`src/rtl/slm_frame_fetch.sv`:
```
// slm_frame_fetch: vblank-synchronised frame selection and per-line burst reads for the SLM VGA path.
// Define SLM_FRAME_FETCH_UNDERRUN_CNT_EN to build the saturating underrun counter on oUNDERRUN_CNT.
module slm_frame_fetch #(
  parameter int LINE_WORDS  = 480,
  parameter int NUM_LINES   = 1080,
  parameter int BURST_LEN   = 32,
  parameter int STRIDE_LOG2 = 20
) (
  input  logic                   iCLK,
  input  logic                   iRST,
  input  logic [5:0]             iFRAME_ID,
  input  logic                   iVGA_VBLANK,
  input  logic                   iLINE_REQ,
  output logic                   oRD_REQ,
  output logic [STRIDE_LOG2+5:0] oRD_ADDR,
  output logic [8:0]             oRD_LEN,
  input  logic                   iRD_ACK,
  output logic                   oLINE_DONE,
  output logic                   oFRAME_SYNC,
  output logic [5:0]             oACTIVE_FRAME_ID,
  output logic                   oUNDERRUN,
  output logic [15:0]            oUNDERRUN_CNT
);
  localparam int AW  = STRIDE_LOG2 + 6;
  localparam int BPL = LINE_WORDS / BURST_LEN;
  localparam int LW  = $clog2(NUM_LINES + 1);
  localparam int BW  = $clog2(BPL + 1);

  typedef enum logic [2:0] {ST_IDLE, ST_WAIT_LINE, ST_BURST, ST_LINE_DONE, ST_RESTART} state_t;

  state_t          state_q, state_d;
  logic [AW-1:0]   ptr_q, ptr_d;
  logic [LW-1:0]   line_cnt_q, line_cnt_d;
  logic [BW-1:0]   burst_cnt_q, burst_cnt_d;
  logic            rd_req_q, rd_req_d;
  logic            line_done_q, line_done_d;
  logic [5:0]      frame_id_q, frame_id_d;
  logic            underrun_q, underrun_d;
  logic [8:0]      rd_len_q;
  logic            vb_m_q, vb_s_q, frame_sync_q;
  logic            vb_rise, hold, underrun_ev;

  assign vb_rise = vb_s_q & ~frame_sync_q;
  assign hold    = rd_req_q & ~iRD_ACK;

  always_comb begin
    state_d     = state_q;
    ptr_d       = ptr_q;
    line_cnt_d  = line_cnt_q;
    burst_cnt_d = burst_cnt_q;
    rd_req_d    = rd_req_q;
    line_done_d = 1'b0;
    frame_id_d  = frame_id_q;
    underrun_ev = 1'b0;
    if (vb_rise && hold) begin
      frame_id_d = iFRAME_ID;
      state_d    = ST_RESTART;
    end else if (vb_rise || (state_q == ST_RESTART && iRD_ACK)) begin
      frame_id_d  = vb_rise ? iFRAME_ID : frame_id_q;
      ptr_d       = {frame_id_d, {STRIDE_LOG2{1'b0}}};
      line_cnt_d  = '0;
      burst_cnt_d = '0;
      rd_req_d    = 1'b0;
      state_d     = ST_WAIT_LINE;
    end else begin
      underrun_ev = iLINE_REQ && (state_q inside {ST_BURST, ST_LINE_DONE, ST_RESTART});
      case (state_q)
        ST_WAIT_LINE: if (iLINE_REQ && line_cnt_q < LW'(NUM_LINES)) begin
          state_d  = ST_BURST;
          rd_req_d = 1'b1;
        end
        ST_BURST: if (!rd_req_q) rd_req_d = 1'b1;
        else if (iRD_ACK) begin
          ptr_d       = ptr_q + AW'(BURST_LEN);
          burst_cnt_d = burst_cnt_q + BW'(1);
          rd_req_d    = 1'b0;
          if (burst_cnt_q == BW'(BPL - 1)) begin
            state_d     = ST_LINE_DONE;
            line_done_d = 1'b1;
          end
        end
        ST_LINE_DONE: begin
          line_cnt_d  = line_cnt_q + LW'(1);
          burst_cnt_d = '0;
          state_d     = ST_WAIT_LINE;
        end
        default: ;
      endcase
    end
    underrun_d = underrun_q | underrun_ev;
  end

  always_ff @(posedge iCLK or posedge iRST) begin
    if (iRST) begin
      state_q      <= ST_IDLE;
      ptr_q        <= '0;
      line_cnt_q   <= '0;
      burst_cnt_q  <= '0;
      rd_req_q     <= 1'b0;
      line_done_q  <= 1'b0;
      frame_id_q   <= '0;
      underrun_q   <= 1'b0;
      rd_len_q     <= '0;
      vb_m_q       <= 1'b0;
      vb_s_q       <= 1'b0;
      frame_sync_q <= 1'b0;
    end else begin
      state_q      <= state_d;
      ptr_q        <= ptr_d;
      line_cnt_q   <= line_cnt_d;
      burst_cnt_q  <= burst_cnt_d;
      rd_req_q     <= rd_req_d;
      line_done_q  <= line_done_d;
      frame_id_q   <= frame_id_d;
      underrun_q   <= underrun_d;
      rd_len_q     <= 9'(BURST_LEN);
      vb_m_q       <= iVGA_VBLANK;
      vb_s_q       <= vb_m_q;
      frame_sync_q <= vb_s_q;
    end
  end

`ifdef SLM_FRAME_FETCH_UNDERRUN_CNT_EN
  logic [15:0] ucnt_q, ucnt_d;
  assign ucnt_d = ucnt_q + 16'(underrun_ev && ~&ucnt_q);
  always_ff @(posedge iCLK or posedge iRST) begin
    if (iRST) ucnt_q <= '0;
    else ucnt_q <= ucnt_d;
  end
  assign oUNDERRUN_CNT = ucnt_q;
`else
  assign oUNDERRUN_CNT = '0;
`endif

  assign oRD_REQ          = rd_req_q;
  assign oRD_ADDR         = ptr_q;
  assign oRD_LEN          = rd_len_q;
  assign oLINE_DONE       = line_done_q;
  assign oFRAME_SYNC      = frame_sync_q;
  assign oACTIVE_FRAME_ID = frame_id_q;
  assign oUNDERRUN        = underrun_q;
endmodule

```
`config.mk`:
```
export PLATFORM = sky130hd
export DESIGN_NAME = slm_frame_fetch
export DESIGN_NICKNAME = d
export VERILOG_FILES = /design/src/rtl/slm_frame_fetch.sv
export SDC_FILE = /design/constraint.sdc
export NUM_CORES = 1
export LEC_CHECK = 0
export CORE_ASPECT_RATIO = 1.5
export CORE_UTILIZATION = 30
export DETAILED_ROUTE_END_ITERATION = 7
export GPL_TIMING_DRIVEN = 0
export HOLD_SLACK_MARGIN = 0.12
export SKIP_LAST_GASP = 1
export SLEW_MARGIN = 10
export SYNTH_ARGS = -nofsm -noshare
export SYNTH_HDL_FRONTEND = slang
export SYNTH_SLANG_ARGS = --single-unit
```
`constraint.sdc`:
```
create_clock -name iCLK -period 2.5 [get_ports iCLK]
set_clock_uncertainty 0.15 [all_clocks]
set_input_delay 0.25 -clock iCLK [delete_from_list [all_inputs] [get_ports iCLK]]
set_output_delay 0.25 -clock iCLK [all_outputs]
set_load 0.1 [all_outputs]
```
======== Yosys cells after proc, flatten, opt, wreduce, memory -nomap -nowiden ========
Cells that the tools add are included.
storage, ports and cells
  logic and storage cells ................. 86
  register bits ........................... 57
  output and inout bits ................... 61
operators by class
  muxes and demuxes ....................... 33
  $lt $le $gt $ge ......................... 1
  eq/ne operators ......................... 12
  add/subtract/negate cells ............... 3
  reductions and logical operators ........ 19
  bitwise logic cells ..................... 6
operators with widths
  operator                                                                number
  26-bit two-way mux                                                      4
  26-bit by 6-bit adder with 26-bit output (second input constant)        1
  11-bit two-way mux                                                      2
  3-bit two-way mux                                                       6
  6-bit two-way mux                                                       3
  1-bit two-way mux                                                       12
  4-bit two-way mux                                                       3
  4-bit != test (second input constant)                                   3
  11-bit by 1-bit adder with 11-bit output (second input constant)        1
  11-bit < comparator (second input constant)                             1
  2-bit nonzero test                                                      5
  3-bit != test (second input constant)                                   3
  3-bit case mux with 3 select lines                                      1
  3-bit nonzero test                                                      3
  4-bit case mux with 2 select lines                                      1
  4-bit AND reduction                                                     2
  3-bit by 2-bit equality test with 1-bit output (second input constant)  2
  5-bit AND reduction                                                     1
  5-bit nonzero test                                                      1
  4-bit by 1-bit adder with 4-bit output (second input constant)          1
  4-bit equality test (second input constant)                             1
  1-bit logical AND                                                       4
  4-bit by 3-bit != test with 1-bit output (second input constant)        1
  3-bit by 1-bit equality test with 1-bit output (second input constant)  1
  8 further kinds                                                         11

======== Logic depth before layout (Yosys ltp) ========
Gate-level depths: netlist (run 1).
  depth after elaboration ................. 7
  depth in mapped cells ................... 7

======== Least setup slack after synthesis (run 1) ========
Ideal clock, no wire load.
  kind .................................... register to register
  start point ............................. register frame_sync_q, in the netlist oFRAME_SYNC
  end point ............................... register state_q[1]
  path buffers ............................ 1
  library setup time ...................... 0.122 ns
  period minus slack after synthesis ...... 2.468 ns
  setup slack ............................. 0.032 ns
  stages on the path, launching flop included .. 7
  arrival time ............................ 2.196 ns
  cell sequence ........................... dfrtp_1 > nand2b_2 > clkbuf_1 > nand2_1 > nor3_1 > a41oi_1 > a32o_1
on the way
  word-level cells in the longest chain between the ends .. 5
  elaborated cells on any way between the ends .. 12
  classes of those cells .................. 4 x eq/ne; 2 x mux; 2 x bitwise; 4 x reduce/logical
ends and longest elaborated chain
  item                                                                       line    text
  start, declared                                                            40      logic vb_m_q, vb_s_q, frame_sync_q;
  start signal, assigned                                                     119     frame_sync_q <= vb_s_q;
  1-bit inverter (*)                                                         43      assign vb_rise = vb_s_q & ~frame_sync_q;
  1-bit AND (*)                                                              43
  1-bit logical AND or 1-bit logical OR (tied branches)                      55, 58
  4-bit != test (no source line) (tied with other cells)                     n/a
  5-bit AND reduction (no source line) or 3-bit two-way mux (tied branches)  n/a
  end signal, assigned                                                       108     state_q <= state_d;
  end, declared                                                              31      state_t state_q, state_d;
Mark *: on every way between the ends. The rest lies on a longest branch, timed or not.
A chain may end at the register's enable or synchronous reset.

======== Final worst setup path (run 1) ========
  start point ............................. register ptr_q[19], in the netlist oRD_ADDR[19]
  end point ............................... output oRD_ADDR[19]
RTL lines
  item                    line  text
  start, declared         32    logic [AW-1:0] ptr_q, ptr_d;
  start signal, assigned  109   ptr_q <= ptr_d;
  end, declared           15    output logic [STRIDE_LOG2+5:0] oRD_ADDR,
No word-level cell between the ends.

==> metrics.md, run 1 <==
| Metric | Value |
|---|---|
| Flops & latches, synth | 52 |
| Top cell type's share of synthesized area | between 40% and 50% |
| Total gr overflow | 0 |
| Critical path buffers and inverters | 1 |
| GR Layer Usage met3 | about 2.5% |
| CP Capture Type | output pin |
| DRC Markers | 0 |
| Max Clk Rate | 425 MHz |
| Final Power | 3.42 mW |
| Crit-path cells | clkdlybuf4s50_1 |
| GRT busiest layer | met2 |
| WL/cell | 13.3 um |
| Fraction of layout instances using a drive strength above 1 | 15.3% |
| # IOs | roughly 70 |
| PwrDens | 904 nW/um^2 |
| Worst reg2reg path endpoint | state_q[1]$_DFFE_PP0P_ |
| H-Tree Depth | 2 |
| Synth Area per Inst | 9.44 sq um |
| Worst flop-to-flop path startpoint | oFRAME_SYNC$_DFF_PP0_ |
| RSZ-0062 raised after global routing | false |
| Hold-fix buffers, CTS | 0 |
| Area Growth Syn to Fin | 28.4% |
| Worst slew pin tran | around 0.99 ns |
| Post-route ant nets | 0 |
| Routability cong. | between 0.8 and 0.9 |
| Via count | about 2,400 |
| Synth Flop Type | dfrtp_1 |
| Port-buffer cells | 42 |
| Final #Nets | just over 400 |
| R2R cell count | 6 |
| GRT met2 Usage | 25.4% |
| EDFF count, synth | 0 |
| GR Layer Usage met1 | 15.1% |
| Worst endpoint required time | between 2 and 2.5 ns |
| Vias in the first global route | 2,329 |
| Final Max Slew Viols | 0 |
| Post-synth ARST share | 100% |
| Crit-path max cell delay | 1.18 ns |
| Number of library cell types mapped by synthesis | 53 |
| Outcome | finished clean |
| Gate Count Post-Synth | 312 |
| Vias per cell | between 4 and 5 |
| Crit Path Max Fanout | 7 |
| FF-to-FF setup slack | 0.45 ns |
| Die width | 82.9 um |
| Cell area after synthesis | 2940 sq um |
| Worst path slowest cell | clkdlybuf4s50_1 |
| Initial antenna violation count | 0 |
| WL final | 6670 um |
| Worst slew margin | between 30% and 40% |
| Largest net degree at the start of global routing | 29 |
| Rows | 43 |
| VDD IR max | 0.000781 V |
| Yosys warning count | 0 |
| Register area | 1300 sq um |
| Tot GR Track Use | 13.7% |
| Fin Hold WS | 0.200 ns |
| Setup CP Type | reg -> out |
| Die footprint | between 10,000 and 15,000 sq um |
| HP Class | in -> async |
| Total of max-cap violations | 0 |
| Final period util | 94.2% |
| Hpwl dp | about 5000 um |
| Final hold viol count | 0 |
| Sink Count | 52 |
| Die Span Y | 123 um |
| Clk_lat worst skew | 0.29 ns |
| CTS Buf Count | 5 |
| Sequential element share of the synthesized area | between 40 and 50% |
| Post-synth top area cell | dfrtp_1 |
| Clk slew on worst S/H paths | 0.07 ns |
| Clock tree root driver cell | clkbuf_16 |
| Ant. Diodes | 0 |
| Kind of cell adding the most delay to the critical path | buffers and inverters |
| Drt initial violations | 121 |
| Post-CTS sizing | 0 |
| First-pass GRT wire length | 11,200 um |
| Footprint of the multi-input gates | 1450 sq um |
| Critical Path Source Type | flop |
| Clock buffer depth | 2 |
| Worst Path Arrival | 1.95 ns |
| # Post-CTS Setup Buffers | 0 |
| Core box area | 9420 sq um |
| Pre-antenna DRT Iters | 5 |
| CTS tree | done |
| Layout fillers | 942 |
| Starting density of the core | 31.3% |
| Leakage power figure | 1.70 nW |
| Final setup vio count | 0 |
| Final min period | 2.35 ns |
| Synth top area cells | dfrtp_1, buf_4, nand2_1 |
kinds of logic (layout without fill, tap and decap cells):
group | Yosys count | in the layout | share of synthesized area (%)
other cells | 2 | 30 | 0.255
xor+xnor | 19 | 19 | 5.65
buf+inv | 45 | 96 | 10.2
simple gates | 134 | 134 | 24.4
mux | 2 | 2 | 0.680
compound gates | 54 | 54 | 12.8
fa+ha+maj | 4 | 4 | 1.70
flops | 52 | 52 | 44.2
per-layer routing:
metal  vias up  wire length [um]
met2        71              3530
met4         0               191
li1       1192                 -
met5         -                 0
met1      1148              2660
met3        11               294
placed cells by master, fill, tap and decap left out, types with 6 or more instances in the layout:
cell type         n
a21oi_1          12
buf_4            30
clkdlybuf4s50_1  42
conb_1           30
dfrtp_1          52
inv_1             6
nand2_1          40
nand3_1          12
nand4_1          12
nor2_1           28
nor3_1            9
o211ai_1          7
o21ai_0           9
or3_1             7
xor2_1           14
area by class of cell:
type / count / area share, %
Buffer: 38 / 7.28
Tap cell: 112 / 3.71
Timing Repair Buffer: 43 / 11.7
Sequential cell: 52 / 34.4
Clock inverter: 1 / 0.199
Multi-Input combinational cell: 243 / 38.3
Clock buffer: 7 / 3.77
Inverter: 7 / 0.695
registers in the layout, indices dropped and copies added (netlist names):
signal	flops
oRD_ADDR	21
oFRAME_SYNC	1
oACTIVE_FRAME_ID	6
oRD_REQ	1
vb_m_q	1
oUNDERRUN	1
state_q	3
burst_cnt_q	4
oRD_LEN	1
line_cnt_q	11
oLINE_DONE	1
vb_s_q	1
how the worst max path moves through the flow:
stage | end | depth (start not counted) | from | slack (ns)
3_5_place_dp | oRD_ADDR[22]$_DFFE_PP0P_ | 6 | iRD_ACK | 0.15
4_1_cts | oRD_ADDR[19] | 1 | oRD_ADDR[19]$_DFFE_PP0P_ | 0.14
2_1_floorplan | state_q[1]$_DFFE_PP0P_ | 6 | oFRAME_SYNC$_DFF_PP0_ | 0.03
6_report | oRD_ADDR[19] | 1 | oRD_ADDR[19]$_DFFE_PP0P_ | 0.15
3_3_place_gp | vb_m_q$_DFF_PP0_ | 2 | iRST | -0.22
5_1_grt | oRD_ADDR[19] | 1 | oRD_ADDR[19]$_DFFE_PP0P_ | 0.11
metrics by stage:
stage	utilization, %	area, sq um	cells	TNS [ns]	setup slack (ns)
2_1_floorplan	-	3050	340	0	0.0322
3_3_place_gp	38.3	3610	494	-11.35	-0.222
3_5_place_dp	38.6	3630	495	0	0.154
4_1_cts	40.1	3780	503	0	0.142
5_1_grt	40.1	3780	503	0	0.107
6_report	40.1	3780	503	0	0.145
synthesized netlist by cell type (all sizes together), types with 2 or more instances:
| cell type | n |
|---|---|
| nand3 | 13 |
| dfrtp | 52 |
| a21oi | 12 |
| xor2 | 14 |
| o211ai | 8 |
| nor3 | 10 |
| or3 | 7 |
| xnor2 | 5 |
| nand2 | 40 |
| inv | 7 |
| nand2b | 3 |
| mux2i | 2 |
| nor2 | 30 |
| and2 | 2 |
| clkbuf | 2 |
| a21o | 2 |
| and4bb | 2 |
| nand4 | 12 |
| o21ai | 12 |
| and3 | 3 |
| o2111ai | 2 |
| a2bb2oi | 4 |
| nor3b | 2 |
| nor2b | 3 |
| conb | 2 |
| o22ai | 4 |
| buf | 36 |
| a32o | 3 |
| o31ai | 2 |
| ha | 4 |
| and4 | 2 |
report_power, final:
group	switching (mW)	total [mW]	internal, mW
registers	0.169	1.14	0.968
logic	1.14	1.57	0.434
clock network	0.306	0.705	0.400
Power figures use the tool's default switching activity.
==> run 2, diff against run 1 <==
- CORE_MARGIN: unset -> 2
==> run 2 against run 1 <==
Effect of this change:
- highest routed layer unchanged
- final area is 0.46% higher
- die area rose by 4.1%
- critical path depth is the same
- first-iteration DRC count fell by 1.7%
- sequential share of layout area fell by 0.16 points
- final cell count increased by 0.60%
- global-route usage fell by 0.57 points
- critical endpoint unchanged
- non-clock buffer count is the same
- count of clock-buffer cells in the layout decreased by 1
==> metrics.md, run 2 (synthesis gave the netlist of run 1 again) <==
| Metric | Value |
|---|---|
| Clk slew on worst S/H paths | 0.07 ns (about the same) |
| FF-to-FF setup slack | 0.43 ns (-0.02 ns) |
| Critical path buffers and inverters | 1 (unchanged) |
| Tot GR Track Use | 13.2% (-0.57 points) |
| Vias in the first global route | 2,323 (-0.26%) |
| Fraction of layout instances using a drive strength above 1 | 15.3% (unchanged) |
| Worst reg2reg path endpoint | state_q[1]$_DFFE_PP0P_ |
| Ant. Diodes | 0 (unchanged) |
| Post-route ant nets | 0 (unchanged) |
| Die width | 84.9 um (+2.4%) |
| # Post-CTS Setup Buffers | 0 (unchanged) |
| Crit. Startpoint | oRD_ADDR[19]$_DFFE_PP0P_ |
| Commonest non-fill, non-tap cell in the layout | dfrtp_1 |
| Port-buffer cells | 42 (unchanged) |
| Clock tree root driver cell | clkbuf_16 |
| Worst endpoint required time | 2.10 ns (about the same) |
| Final min period | 2.37 ns (+0.0121 ns) |
| HP Class | in -> async |
| Starting density of the core | 30.6% (-0.71 points) |
| Logic pwr share | 45.3% (-0.8 points) |
| Hold-fix buffers, CTS | 0 (unchanged) |
| Pre-antenna DRT Iters | 4 (-1) |
| Area Growth Syn to Fin | 29.0% |
| Final Max Slew Viols | 0 (unchanged) |
| CTS tree | done |
| Worst Path Arrival | 1.97 ns (+0.02 ns) |
| Sequential Power Share | 32.6% (-0.7 points) |
| First-pass GRT wire length | 11,300 um (+0.68%) |
| Outcome | finished clean |
| Sink Count | 52 (unchanged) |
| Most frequent cells in the layout | dfrtp_1, clkdlybuf4s50_1, nand2_1, buf_4, conb_1 |
| Rows | 44 (+2.3%) |
| Die footprint | 10,600 sq um (+4.1%) |
| DRC Markers | 0 (unchanged) |
| Final period util | 94.7% (+0.49 points) |
| Psw | 1.62 mW (+0.11%) |
| Initial antenna violation count | 0 (unchanged) |
| Final hold viol count | 0 (unchanged) |
| Worst slew pin tran | 0.991 ns (+0.00351 ns) |
| Clock network fraction of total power | 22.1% (+1.4 points) |
| Finished Cell Area | 3800 sq um (+0.46%) |
| Final setup vio count | 0 (unchanged) |
| CP Capture Type | output pin |
| Max Clk Rate | 423 MHz (-0.51%) |
| Worst flop-to-flop path startpoint | oFRAME_SYNC$_DFF_PP0_ |
| Final Power | 3.49 mW (+2.2%) |
| Total gr overflow | 0 (unchanged) |
| Via count | 2,390 (-1.3%) |
| Leakage power figure | 1.71 nW (+0.63%) |
| P_int | 1.87 mW (+4.1%) |
| Setup CP Type | reg -> out |
| Die Span Y | 125 um (+1.6%) |
| Clock buffer depth | 2 (unchanged) |
| Worst path slowest cell | clkdlybuf4s50_1 |
| H-Tree Depth | 2 (unchanged) |
| CTS Buf Count | 5 (unchanged) |
| Worst slew margin | 33.7% (-0.23 points) |
| R2R cell count | 6 (unchanged) |
| Core box area | 9630 sq um (+2.3%) |
| # IOs | 72 (unchanged) |
| Vias per cell | 4.72 (-1.9%) |
| Critical Path Source Type | flop |
| Clk_lat worst skew | 0.30 ns (about the same) |
| RSZ-0062 raised after global routing | false |
| Drt initial violations | 119 (-1.7%) |
| PwrDens | 919 nW/um^2 (+1.7%) |
| Largest net degree at the start of global routing | 29 (unchanged) |
| Crit Path Max Fanout | 7 (unchanged) |
| Post-CTS sizing | 0 (unchanged) |
| Crit-path max cell delay | 1.18 ns (about the same) |
| VDD IR max | 0.000956 V (+22%) |
| Placement-stage cell area | 3630 sq um (+0.10%) |
| Final #Nets | 405 (unchanged) |
| Hpwl dp | 5180 um (+3.3%) |
| Largest register FFs | 21 (unchanged) |
| WL/cell | 13.4 um (+1.3%) |
| Kind of cell adding the most delay to the critical path | buffers and inverters |
| Total of max-cap violations | 0 (unchanged) |
| WL final | 6800 um (+1.9%) |
| Routability cong. | 0.839 (-1.6%) |
| Crit-path cells | clkdlybuf4s50_1 |
| Switching share of power | 46.3% (-0.97 points) |
-- run 2: cell count changes in the layout (fill, tap and decap cells not counted) --
cell	previous run	this run
clkinv_2	0	1
clkbuf_8	1	0
clkinvlp_4	1	0
bufinv_16	0	1
-- run 2: power by group through the flow --
stage / Clock, mW / Sequential [mW] / Combinational, mW
4_1_cts: 0.802 / 1.14 / 1.59
3_5_place_dp: 0 / 1.15 / 1.59
3_3_place_gp: 0 / 1.14 / 1.57
5_1_grt: 0.827 / 1.17 / 1.67
6_report: 0.771 / 1.14 / 1.58
2_1_floorplan: 0 / 1.66 / 0.738
-- run 2: routing by layer --
metal / vias up / track usage [%] / share of wire [%]
met5: - / 0 / 0
met4: 0 / 6.16 / 2.7
met3: 10 / 2.18 / 4.0
met2: 59 / 24.0 / 55
met1: 1129 / 14.7 / 39
li1: 1192 / - / -
-- run 2: layout make-up --
class | count | area [sq um]
Timing Repair Buffer | 43 | 440
Inverter | 7 | 26.3
Multi-Input combinational cell | 243 | 1450
Sequential cell | 52 | 1300
Clock buffer | 6 | 129
Tap cell | 115 | 144
Buffer | 38 | 275
Fill cell | 957 | 5840
Clock inverter | 2 | 35.0
-- run 2: how the worst max path moves through the flow --
stage                                            to  cells after the start
floorplan                    state_q[1]$_DFFE_PP0P_                      6
global placement    oACTIVE_FRAME_ID[5]$_DFFE_PP0P_                      2
detailed placement         oRD_ADDR[22]$_DFFE_PP0P_                      6
CTS                                    oRD_ADDR[19]                      1
global route                           oRD_ADDR[19]                      1
finish                                 oRD_ADDR[19]                      1
-- run 2: metrics by stage --
stage          setup slack, ns  cells  hold WS, ns  utilization [%]  setup TNS [ns]
5_1_grt                 0.0770    506        0.221             39.4               0
2_1_floorplan           0.0322    340        0.131                -               0
3_3_place_gp            -0.210    497        0.185             37.5          -10.72
4_1_cts                  0.114    506        0.204             39.4               0
3_5_place_dp             0.133    498        0.189             37.7               0
6_report                 0.133    506        0.199             39.4               0
==> run 3, diff against run 2 <==
- clock period: 2.5 -> 2 ns (I/O delays scaled with it)
==> run 3 against run 2 <==
Effect of this change:
- combinational power rose by 25%
- critical endpoint unchanged
- non-clock buffer count increased by 4
- highest routed layer unchanged
- clock power up 15%
- final cell count grew 0.79%
- global-route usage rose by 0.50 points
- routed wire length rose by 2.2%
- flip-flop and latch count unchanged
==> metrics.md, run 3 (synthesis gave the netlist of run 1 again) <==
| Metric | Value |
|---|---|
| Worst Path Arrival | 1.61 ns (-0.36 ns) |
| Final period util | 97.9% |
| Switching share of power | 47.8% (+1.5 points) |
| Largest net degree at the start of global routing | 29 (unchanged) |
| Final core utilization | 39.8% (+0.43 points) |
| Kind of cell adding the most delay to the critical path | buffers and inverters |
| Final setup vio count | 0 (unchanged) |
| Sequential Power Share | 33.6% (+1.0 points) |
| Die Span Y | 125 um (unchanged) |
| Worst endpoint required time | 1.65 ns (-0.45 ns) |
| Via count | 2,442 (+2.2%) |
| CTS Buf Count | 5 (unchanged) |
| Final Max Slew Viols | 0 (unchanged) |
| VDD IR max | 0.000886 V (-7.3%) |
| Max Clk Rate | 511 MHz |
| WL/cell | 13.6 um (+1.4%) |
| CTS tree | done |
| Total gr overflow | 0 (unchanged) |
| Register area | 1330 sq um (+2.1%) |
| Placed cell count | 498 (unchanged) |
| Routability cong. | 0.831 (-0.89%) |
| Fraction of layout instances using a drive strength above 1 | 23.5% (+8.2 points) |
| Final min period | between 1.5 and 2 ns |
| Crit Path Max Fanout | 7 (unchanged) |
| Final hold viol count | 0 (unchanged) |
| Port-buffer cells | 42 (unchanged) |
| Setup CP Type | reg -> out |
| Starting density of the core | 30.6% (unchanged) |
| Final #Nets | 409 (+0.99%) |
| Final std cells w/o fill | 510 (+0.79%) |
| Layout fillers | 962 (+0.52%) |
| Crit-path max cell delay | 0.87 ns (-0.31 ns) |
| Clk slew on worst S/H paths | 0.07 ns (about the same) |
| CP Capture Type | output pin |
| Post-route ant nets | 0 (unchanged) |
| Drt initial violations | 101 (-15%) |
| Sink Count | 52 (unchanged) |
| Core box area | 9630 sq um (unchanged) |
| RSZ-0062 raised after global routing | true |
| Initial antenna violation count | 0 (unchanged) |
| Leakage power figure | 1.82 nW (+6.0%) |
| Ant. Diodes | 0 (unchanged) |
| First-pass GRT wire length | 11,600 um (+2.7%) |
| P_int | 2.24 mW (+20%) |
| Worst path slowest cell | dlygate4sd2_1 |
| Top Layer Used | met4 |
| HP Class | in -> async |
| Total of max-cap violations | 0 (unchanged) |
| Clock network fraction of total power | 20.6% (-1.5 points) |
| Metal-1 WL | 2610 um (-0.72%) |
| Met2 wire len | 3770 um (+1.3%) |
| Clock buffer depth | 2 (unchanged) |
| Most frequent cells in the layout | nand2_1, buf_4, dlygate4sd2_1, conb_1, dfrtp_1 |
| Area Growth Syn to Fin | 30.4% |
| Largest register FFs | 21 (unchanged) |
| Pre-antenna DRT Iters | 7 (+3) |
| Fin Hold WS | 0.114 ns (-0.0846 ns) |
| Clk_lat worst skew | 0.30 ns (about the same) |
| Tot GR Track Use | 13.7% (+0.50 points) |
| Crit-path cells | dlygate4sd2_1 |
| Critical Path Source Type | flop |
| Rows | 44 (unchanged) |
| Vias per cell | 4.79 (+1.4%) |
| FF-to-FF setup slack | 0.09 ns (-0.34 ns) |
| Outcome | finished clean |
| Worst slew pin tran | 0.964 ns (-0.0274 ns) |
| Hold-fix buffers, CTS | 0 (unchanged) |
| Footprint of the multi-input gates | 1480 sq um (+2.4%) |
| TNS Setup | 0 ns (unchanged) |
| DRC Markers | 0 (unchanged) |
| Critical path buffers and inverters | 1 (unchanged) |
| Die width | 84.9 um (unchanged) |
| Hpwl dp | 5180 um (-0.13%) |
| Commonest non-fill, non-tap cell in the layout | nand2_1 |
| PwrDens | 1120 nW/um^2 (+22%) |
| Clock tree root driver cell | clkbuf_16 |
| Met3 WL post-DR | 365 um (+33%) |
| WL final | 6950 um (+2.2%) |
| Die footprint | 10,600 sq um (unchanged) |
| H-Tree Depth | 2 (unchanged) |
| Psw | 2.06 mW (+27%) |
| Vias in the first global route | 2,359 (+1.5%) |
| Worst slew margin | 36.0% (+2.3 points) |
| Logic pwr share | 45.8% (+0.5 points) |
| # IOs | 72 (unchanged) |
==> run 3: power by group through the flow <==
stage	clock, mW	sequential, mW	combinational (mW)
6_report	0.887	1.44	1.97
5_1_grt	0.944	1.48	2.09
4_1_cts	0.912	1.43	1.93
3_5_place_dp	0	1.45	1.99
3_3_place_gp	0	1.45	1.96
2_1_floorplan	0	2.09	0.927
==> run 3: worst paths after layout <==
kind | depth (start not counted) | start | end
worst max-delay path | 1 | oRD_ADDR[19]$_DFFE_PP0P_ | oRD_ADDR[19]
worst min-delay path | 2 | iRST | oRD_ADDR[12]$_DFFE_PP0P_
worst max register to register | 5 | state_q[1]$_DFFE_PP0P_ | line_cnt_q[6]$_DFFE_PP0P_
worst min register to register | 0 | vb_m_q$_DFF_PP0_ | vb_s_q$_DFF_PP0_
max in group asynchronous | 3 | iRST | oFRAME_SYNC$_DFF_PP0_
min in group iCLK | 1 | iVGA_VBLANK | vb_m_q$_DFF_PP0_
==> run 3: timing repair <==
action                                  CTS  global route
buffers inserted                          1             3
endpoints found under the setup margin   40            19
pin swaps                                 2             1
resized for setup                        32             8
==> run 3: cell type report <==
cell class | instances | area share (%)
Multi-Input combinational cell | 243 | 38.6
Sequential cell | 52 | 34.6
Timing Repair Buffer | 47 | 11.2
Buffer | 38 | 7.27
Tap cell | 115 | 3.75
Clock buffer | 6 | 3.62
Inverter | 7 | 0.684
Clock inverter | 2 | 0.261
==> run 3: per-layer routing <==
| layer | vias up | global-route usage [%] |
|---|---|---|
| li1 | 1206 | - |
| met1 | 1160 | 14.4 |
| met2 | 62 | 25.1 |
| met3 | 14 | 3.37 |
| met4 | 0 | 6.26 |
| met5 | - | 0 |
==> run 3: through the flow <==
stage	cell area, sq um	power [mW]	setup slack, ns
2_1_floorplan	3090	3.01	-0.0133
3_3_place_gp	3650	3.41	-0.799
3_5_place_dp	3670	3.44	-0.267
4_1_cts	3790	4.27	0.0149
5_1_grt	3840	4.52	-0.0138
6_report	3840	4.30	0.0424
